`src/rtl/mul_div_unit.sv`:
```
// Iterative multiply/divide unit with HI/LO registers. It uses shift-add multiplication and
// restoring division, one radix-2 step per cycle, followed by a single cycle that fixes the sign.
module mul_div_unit #(
  parameter int WIDTH = 32
) (
  input  logic             clk,
  input  logic             reset,
  input  logic             start,
  input  logic [1:0]       op,
  input  logic [WIDTH-1:0] a,
  input  logic [WIDTH-1:0] b,
  input  logic             wr_hi,
  input  logic             wr_lo,
  input  logic [WIDTH-1:0] wdata,
  output logic             busy,
  output logic             done,
  output logic [WIDTH-1:0] hi,
  output logic [WIDTH-1:0] lo
);

  localparam int CW = $clog2(WIDTH);
  localparam logic [CW-1:0] LAST_STEP = CW'(WIDTH - 1);

  typedef enum logic [1:0] {IDLE, RUN, FIX} state_t;

  state_t             state_q, state_d;
  logic [CW-1:0]      count_q, count_d;
  logic [2*WIDTH-1:0] acc_q, acc_d;
  logic [WIDTH-1:0]   opnd_q, opnd_d;
  logic               is_div_q, is_div_d;
  logic               div_zero_q, div_zero_d;
  logic               neg_res_q, neg_res_d;
  logic               neg_rem_q, neg_rem_d;
  logic [WIDTH-1:0]   hi_q, hi_d;
  logic [WIDTH-1:0]   lo_q, lo_d;
  logic               done_q, done_d;
  logic               busy_q, busy_d;

  logic               a_neg, b_neg;
  logic [WIDTH-1:0]   a_mag, b_mag;
  logic [WIDTH:0]     mul_sum;
  logic [2*WIDTH-1:0] mul_next;
  logic [WIDTH:0]     div_rs;
  logic               div_ge;
  logic [2*WIDTH-1:0] div_next;
  logic [2*WIDTH-1:0] prod_fix;

  // op[0]=0 selects the signed variants
  assign a_neg = ~op[0] & a[WIDTH-1];
  assign b_neg = ~op[0] & b[WIDTH-1];
  assign a_mag = a_neg ? -a : a;
  assign b_mag = b_neg ? -b : b;

  // Multiply: acc = {partial product, remaining multiplier bits}
  assign mul_sum  = {1'b0, acc_q[2*WIDTH-1:WIDTH]} + (acc_q[0] ? {1'b0, opnd_q} : '0);
  assign mul_next = {mul_sum, acc_q[WIDTH-1:1]};

  // Divide: acc = {partial remainder, dividend bits turning into quotient bits}
  assign div_rs   = acc_q[2*WIDTH-1:WIDTH-1];
  assign div_ge   = div_rs >= {1'b0, opnd_q};
  assign div_next = div_ge ? {div_rs[WIDTH-1:0] - opnd_q, acc_q[WIDTH-2:0], 1'b1}
                           : {div_rs[WIDTH-1:0], acc_q[WIDTH-2:0], 1'b0};

  assign prod_fix = neg_res_q ? -acc_q : acc_q;

  always_comb begin
    state_d    = state_q;
    count_d    = count_q;
    acc_d      = acc_q;
    opnd_d     = opnd_q;
    is_div_d   = is_div_q;
    div_zero_d = div_zero_q;
    neg_res_d  = neg_res_q;
    neg_rem_d  = neg_rem_q;
    hi_d       = hi_q;
    lo_d       = lo_q;
    done_d     = 1'b0;
    case (state_q)
      IDLE: begin
        if (wr_hi) hi_d = wdata;
        if (wr_lo) lo_d = wdata;
        if (start) begin
          state_d    = RUN;
          count_d    = '0;
          is_div_d   = op[1];
          div_zero_d = (b == '0);
          neg_res_d  = a_neg ^ b_neg;
          neg_rem_d  = a_neg;
          acc_d      = op[1] ? {{WIDTH{1'b0}}, a_mag} : {{WIDTH{1'b0}}, b_mag};
          opnd_d     = op[1] ? b_mag : a_mag;
        end
      end
      RUN: begin
        acc_d   = is_div_q ? div_next : mul_next;
        count_d = count_q + CW'(1);
        if (count_q == LAST_STEP) state_d = FIX;
      end
      FIX: begin
        // A zero divisor leaves the dividend in the remainder; only the quotient is forced
        if (is_div_q) begin
          hi_d = neg_rem_q ? -acc_q[2*WIDTH-1:WIDTH] : acc_q[2*WIDTH-1:WIDTH];
          lo_d = div_zero_q ? '1 : (neg_res_q ? -acc_q[WIDTH-1:0] : acc_q[WIDTH-1:0]);
        end else begin
          {hi_d, lo_d} = prod_fix;
        end
        done_d  = 1'b1;
        state_d = IDLE;
      end
      default: state_d = IDLE;
    endcase
    busy_d = (state_d != IDLE);
  end

  always_ff @(posedge clk or negedge reset) begin
    if (!reset) begin
      state_q    <= IDLE;
      count_q    <= '0;
      acc_q      <= '0;
      opnd_q     <= '0;
      is_div_q   <= 1'b0;
      div_zero_q <= 1'b0;
      neg_res_q  <= 1'b0;
      neg_rem_q  <= 1'b0;
      hi_q       <= '0;
      lo_q       <= '0;
      done_q     <= 1'b0;
      busy_q     <= 1'b0;
    end else begin
      state_q    <= state_d;
      count_q    <= count_d;
      acc_q      <= acc_d;
      opnd_q     <= opnd_d;
      is_div_q   <= is_div_d;
      div_zero_q <= div_zero_d;
      neg_res_q  <= neg_res_d;
      neg_rem_q  <= neg_rem_d;
      hi_q       <= hi_d;
      lo_q       <= lo_d;
      done_q     <= done_d;
      busy_q     <= busy_d;
    end
  end

  assign busy = busy_q;
  assign done = done_q;
  assign hi   = hi_q;
  assign lo   = lo_q;

endmodule

```
`config.mk`:
```
export PLATFORM = sky130hd
export DESIGN_NAME = mul_div_unit
export DESIGN_NICKNAME = d
export VERILOG_FILES = /design/src/rtl/mul_div_unit.sv
export SDC_FILE = /design/constraint.sdc
export NUM_CORES = 1
export LEC_CHECK = 0
export ABC_AREA = 1
export CORE_AREA = 3 3 207 209
export DETAILED_ROUTE_END_ITERATION = 16
export DIE_AREA = 0 0 210 212
export DONT_BUFFER_PORTS = 1
export PLACE_DENSITY = 0.66
export SLEW_MARGIN = 25
export SYNTH_ARGS = -nofsm -noshare
export SYNTH_HDL_FRONTEND = slang
export SYNTH_SLANG_ARGS = --single-unit
```
`constraint.sdc`:
```
create_clock -name clk -period 5.2 [get_ports clk]
set_input_delay 0.26 -clock clk [delete_from_list [all_inputs] [get_ports clk]]
set_output_delay 0.26 -clock clk [all_outputs]
set_load 0.02 [all_outputs]
```
==> reports/results.txt <==
n_diodes -> 0
M2 GR Usage -> 52.0%
largest cells by area after synthesis -> dfrtp_1 24%, nand2_1 20%, nand3_1 9.2%
Worst setup endpoint -> acc_q[38]
number of cells after detailed placement -> 3631
Initial Utilization -> 44.9%
post-CTS setup buffer count -> 0
Synth Instances -> 3188
met1 usage -> 48.0%
Crit. Startpoint -> acc_q[60]
DRC violations left -> 0
Total Wirelength -> 77.6 mm
number of distinct library cells after synthesis -> 53
Area growth, synth to finish -> 6.54%
R2R depth -> 10
crit path kind -> reg -> reg
clock transition at the registers of the reported paths -> 0.07 ns
EDFF count, synth -> 0
Pwr Density -> 778 nW/um2
NumNets Final -> 3314
CTS Buf Count -> 17
Non-Filler Instances -> 3684
Fmax -> 314 MHz
Tot GR Track Use -> 34.1%
Static Leakage -> 9.92 nW
clk root buf -> clkbuf_16
Sink Count -> 173
Avg Inst Size Synth -> 5.77 um2
Final WS setup -> 2.02 ns
CORE AREA -> 41000 um2
skew final -> 0.0142 ns
synthesis-stage register bit count -> 173
Die X -> 210 um
Syn Std Cell Area -> 18400 um2
I/O Buffers -> 0
Power Total -> 15.3 mW
final-layout fill cell count -> 4466
top cell type's share of synthesized area -> 23.5%
Crit path required time -> 5.54 ns
Most Crowded Layer GR -> met2
Worst Tran Pin Value -> 1.05 ns
Critical Path Start Type -> flop
Vias -> 21300
depth of the CTS H-tree -> 4
Register Area -> 4330 um2
Worst VDD drop -> 0.307 mV
syn nets -> 3363
Synth async-reset ratio -> 100%
Setup WS pre-CTS -> 2.14 ns
Critical Path End Type -> flop
Rel. slew slack -> 29.4%
Final period util -> 61.2%
die area -> 44500 um2
GPL Wtd Cong -> 1.08
post-synthesis sequential area ratio -> 23.5%
DR WL/cell -> 21.1 um
layout cell share with drive strength beyond 1 -> 3.59%
Min-Delay Path Class -> in -> reg
crit path max fanout -> 37
worst r2r src -> acc_q[60]
vias in the first global route -> 19500
row count -> 74
area taken by multi-input logic gates -> 11900 um2
first drt pass iteration count -> 7
reg-to-reg endpoint -> acc_q[38]
largest net degree at the start of global routing -> 174
Main synth FF type -> dfrtp_1
Final Hold Fails -> 0
initial antenna violation count -> 1
Max Cap Violations -> 0
initial drt markers -> 2503
CTS tree -> done
Worst-Skew Late Latency -> 0.47 ns
global-route wire length before repair -> 116 mm
HPWL after detailed placement -> 62.1 mm
cell taking the most area after synthesis -> dfrtp_1
outcome -> completed
Post-CTS Resized -> 0
min Tclk post-route -> 3.18 ns
CP arrival -> 3.53 ns
Pins Over Slew Limit -> 0
Setup-failing EPs final -> 0
RSZ-0062 raised after global routing -> false
Fin Setup TNS -> 0 ns
DR vias/cell -> 5.79
chip height -> 212 um
reg-to-reg slack, setup -> 2.02 ns
I/O Pins -> 169
YS warnings -> 0
ANT nets after route -> 0
GR Layer Usage met3 -> 5.81%
Longest Clk Path Bufs -> 2
Overflow after GRT -> 0
[power breakdown]
part	internal (mW)	total [mW]	switching, mW
logic	3.29	10.3	6.97
registers	2.03	3.60	1.57
clock network	0.734	1.40	0.667
[synthesized netlist by cell type (28+ instances only)]
master,n
a21oi_1,213
clkbuf_1,68
dfrtp_1,173
ha_1,70
inv_1,442
nand2_1,969
nand3_1,340
nand4_1,44
nor2_1,386
nor3_1,28
o211ai_1,30
o21ai_0,163
xor2_1,49
[cell families (layout without fill, tap and decap cells)]
kind of cell / after synthesis / count (layout) / share of synthesized area, %
compound gates: 498 / 498 / 15.1
simple gates: 1830 / 1830 / 41.8
fa+ha+maj: 72 / 72 / 4.98
buf+inv: 557 / 521 / 11.8
flops: 173 / 173 / 23.5
xor+xnor: 58 / 58 / 2.76
[metal layers]
metal / vias up / share of wire, % / wire (um)
li1: 10200 / - / -
met2: 1130 / 43 / 33400
met5: - / 0.015 / 12
met1: 9880 / 43 / 33400
met4: 2 / 4.2 / 3230
met3: 136 / 9.8 / 7570
[timing repair]
action | CTS | global route
endpoints found under the setup margin | 0 | 0
hold buffers | 20 | 1
hold endpoints to repair | 200 | 1
[worst min-delay path by stage]
stage / startpoint / to / slack (ns) / depth (start not counted)
2_1_floorplan: reset / acc_q[0] / -0.04 / 0
3_3_place_gp: reset / acc_q[54] / -0.03 / 0
3_5_place_dp: reset / acc_q[54] / -0.03 / 0
4_1_cts: wdata[13] / hi[13] / 0.002 / 2
5_1_grt: wdata[21] / lo[21] / 0.02 / 2
6_report: wdata[18] / lo[18] / 0.01 / 2
[sequential cells by signal, indices dropped and copies added, names as in the netlist]
signal	cells
is_div_q	1
neg_res_q	1
acc_q	64
neg_rem_q	1
lo	32
count_q	5
done	1
state_q	2
div_zero_q	1
busy	1
hi	32
opnd_q	32
[worst max-delay path, cell delays in order (launching register included)]
cell and delay [ns]:
dfrtp_1 0.65, ha_1 0.55, nand2_1 0.13, nor3_1 0.28, nand2_1 0.15, inv_1 0.13
nand3_4 0.19, nand2_8 0.30, nand4_1 0.35, nand3b_1 0.23, nand2_1 0.07
[layout by cell type (no fill, tap or decap), drive strengths merged, types with 2 or more instances in the layout]
cell and count:
nor2 401, nor3 28, clkbuf 17, clkinv 10, xor2 49, and2 4, nand2 977, a21oi 215
inv 454, o21a 5, a22o 2, a21o 4, o221ai 5, o21ai 178, a31oi 21, nor4 3
nand4 44, a22oi 20, ha 70, dlygate4sd3 20, xnor2 9, or2 13, bufinv 2, nand3b 12
o21bai 9, o31ai 3, buf 17, nand3 348, fa 2, dfrtp 173, o211ai 30
[stage by stage]
step,area (um2),utilization (%),hold slack (ns)
3_5_place_dp,18800,45.7,-0.0253
5_1_grt,19600,47.8,0.0197
6_report,19600,47.8,0.0119
3_3_place_gp,18800,45.7,-0.0253
4_1_cts,19600,47.8,0.00171
2_1_floorplan,18400,-,-0.0356
[final cells by class]
class                      count  area share [%]
clock buffer                  17            2.17
timing repair buffer          37            1.77
multi-input combinational   2458            60.9
clock inverter                15            1.03
inverter                     452            8.65
sequential                   173            22.1
tap                          532            3.39
Note: power is estimated with default switching activity, not from simulation.
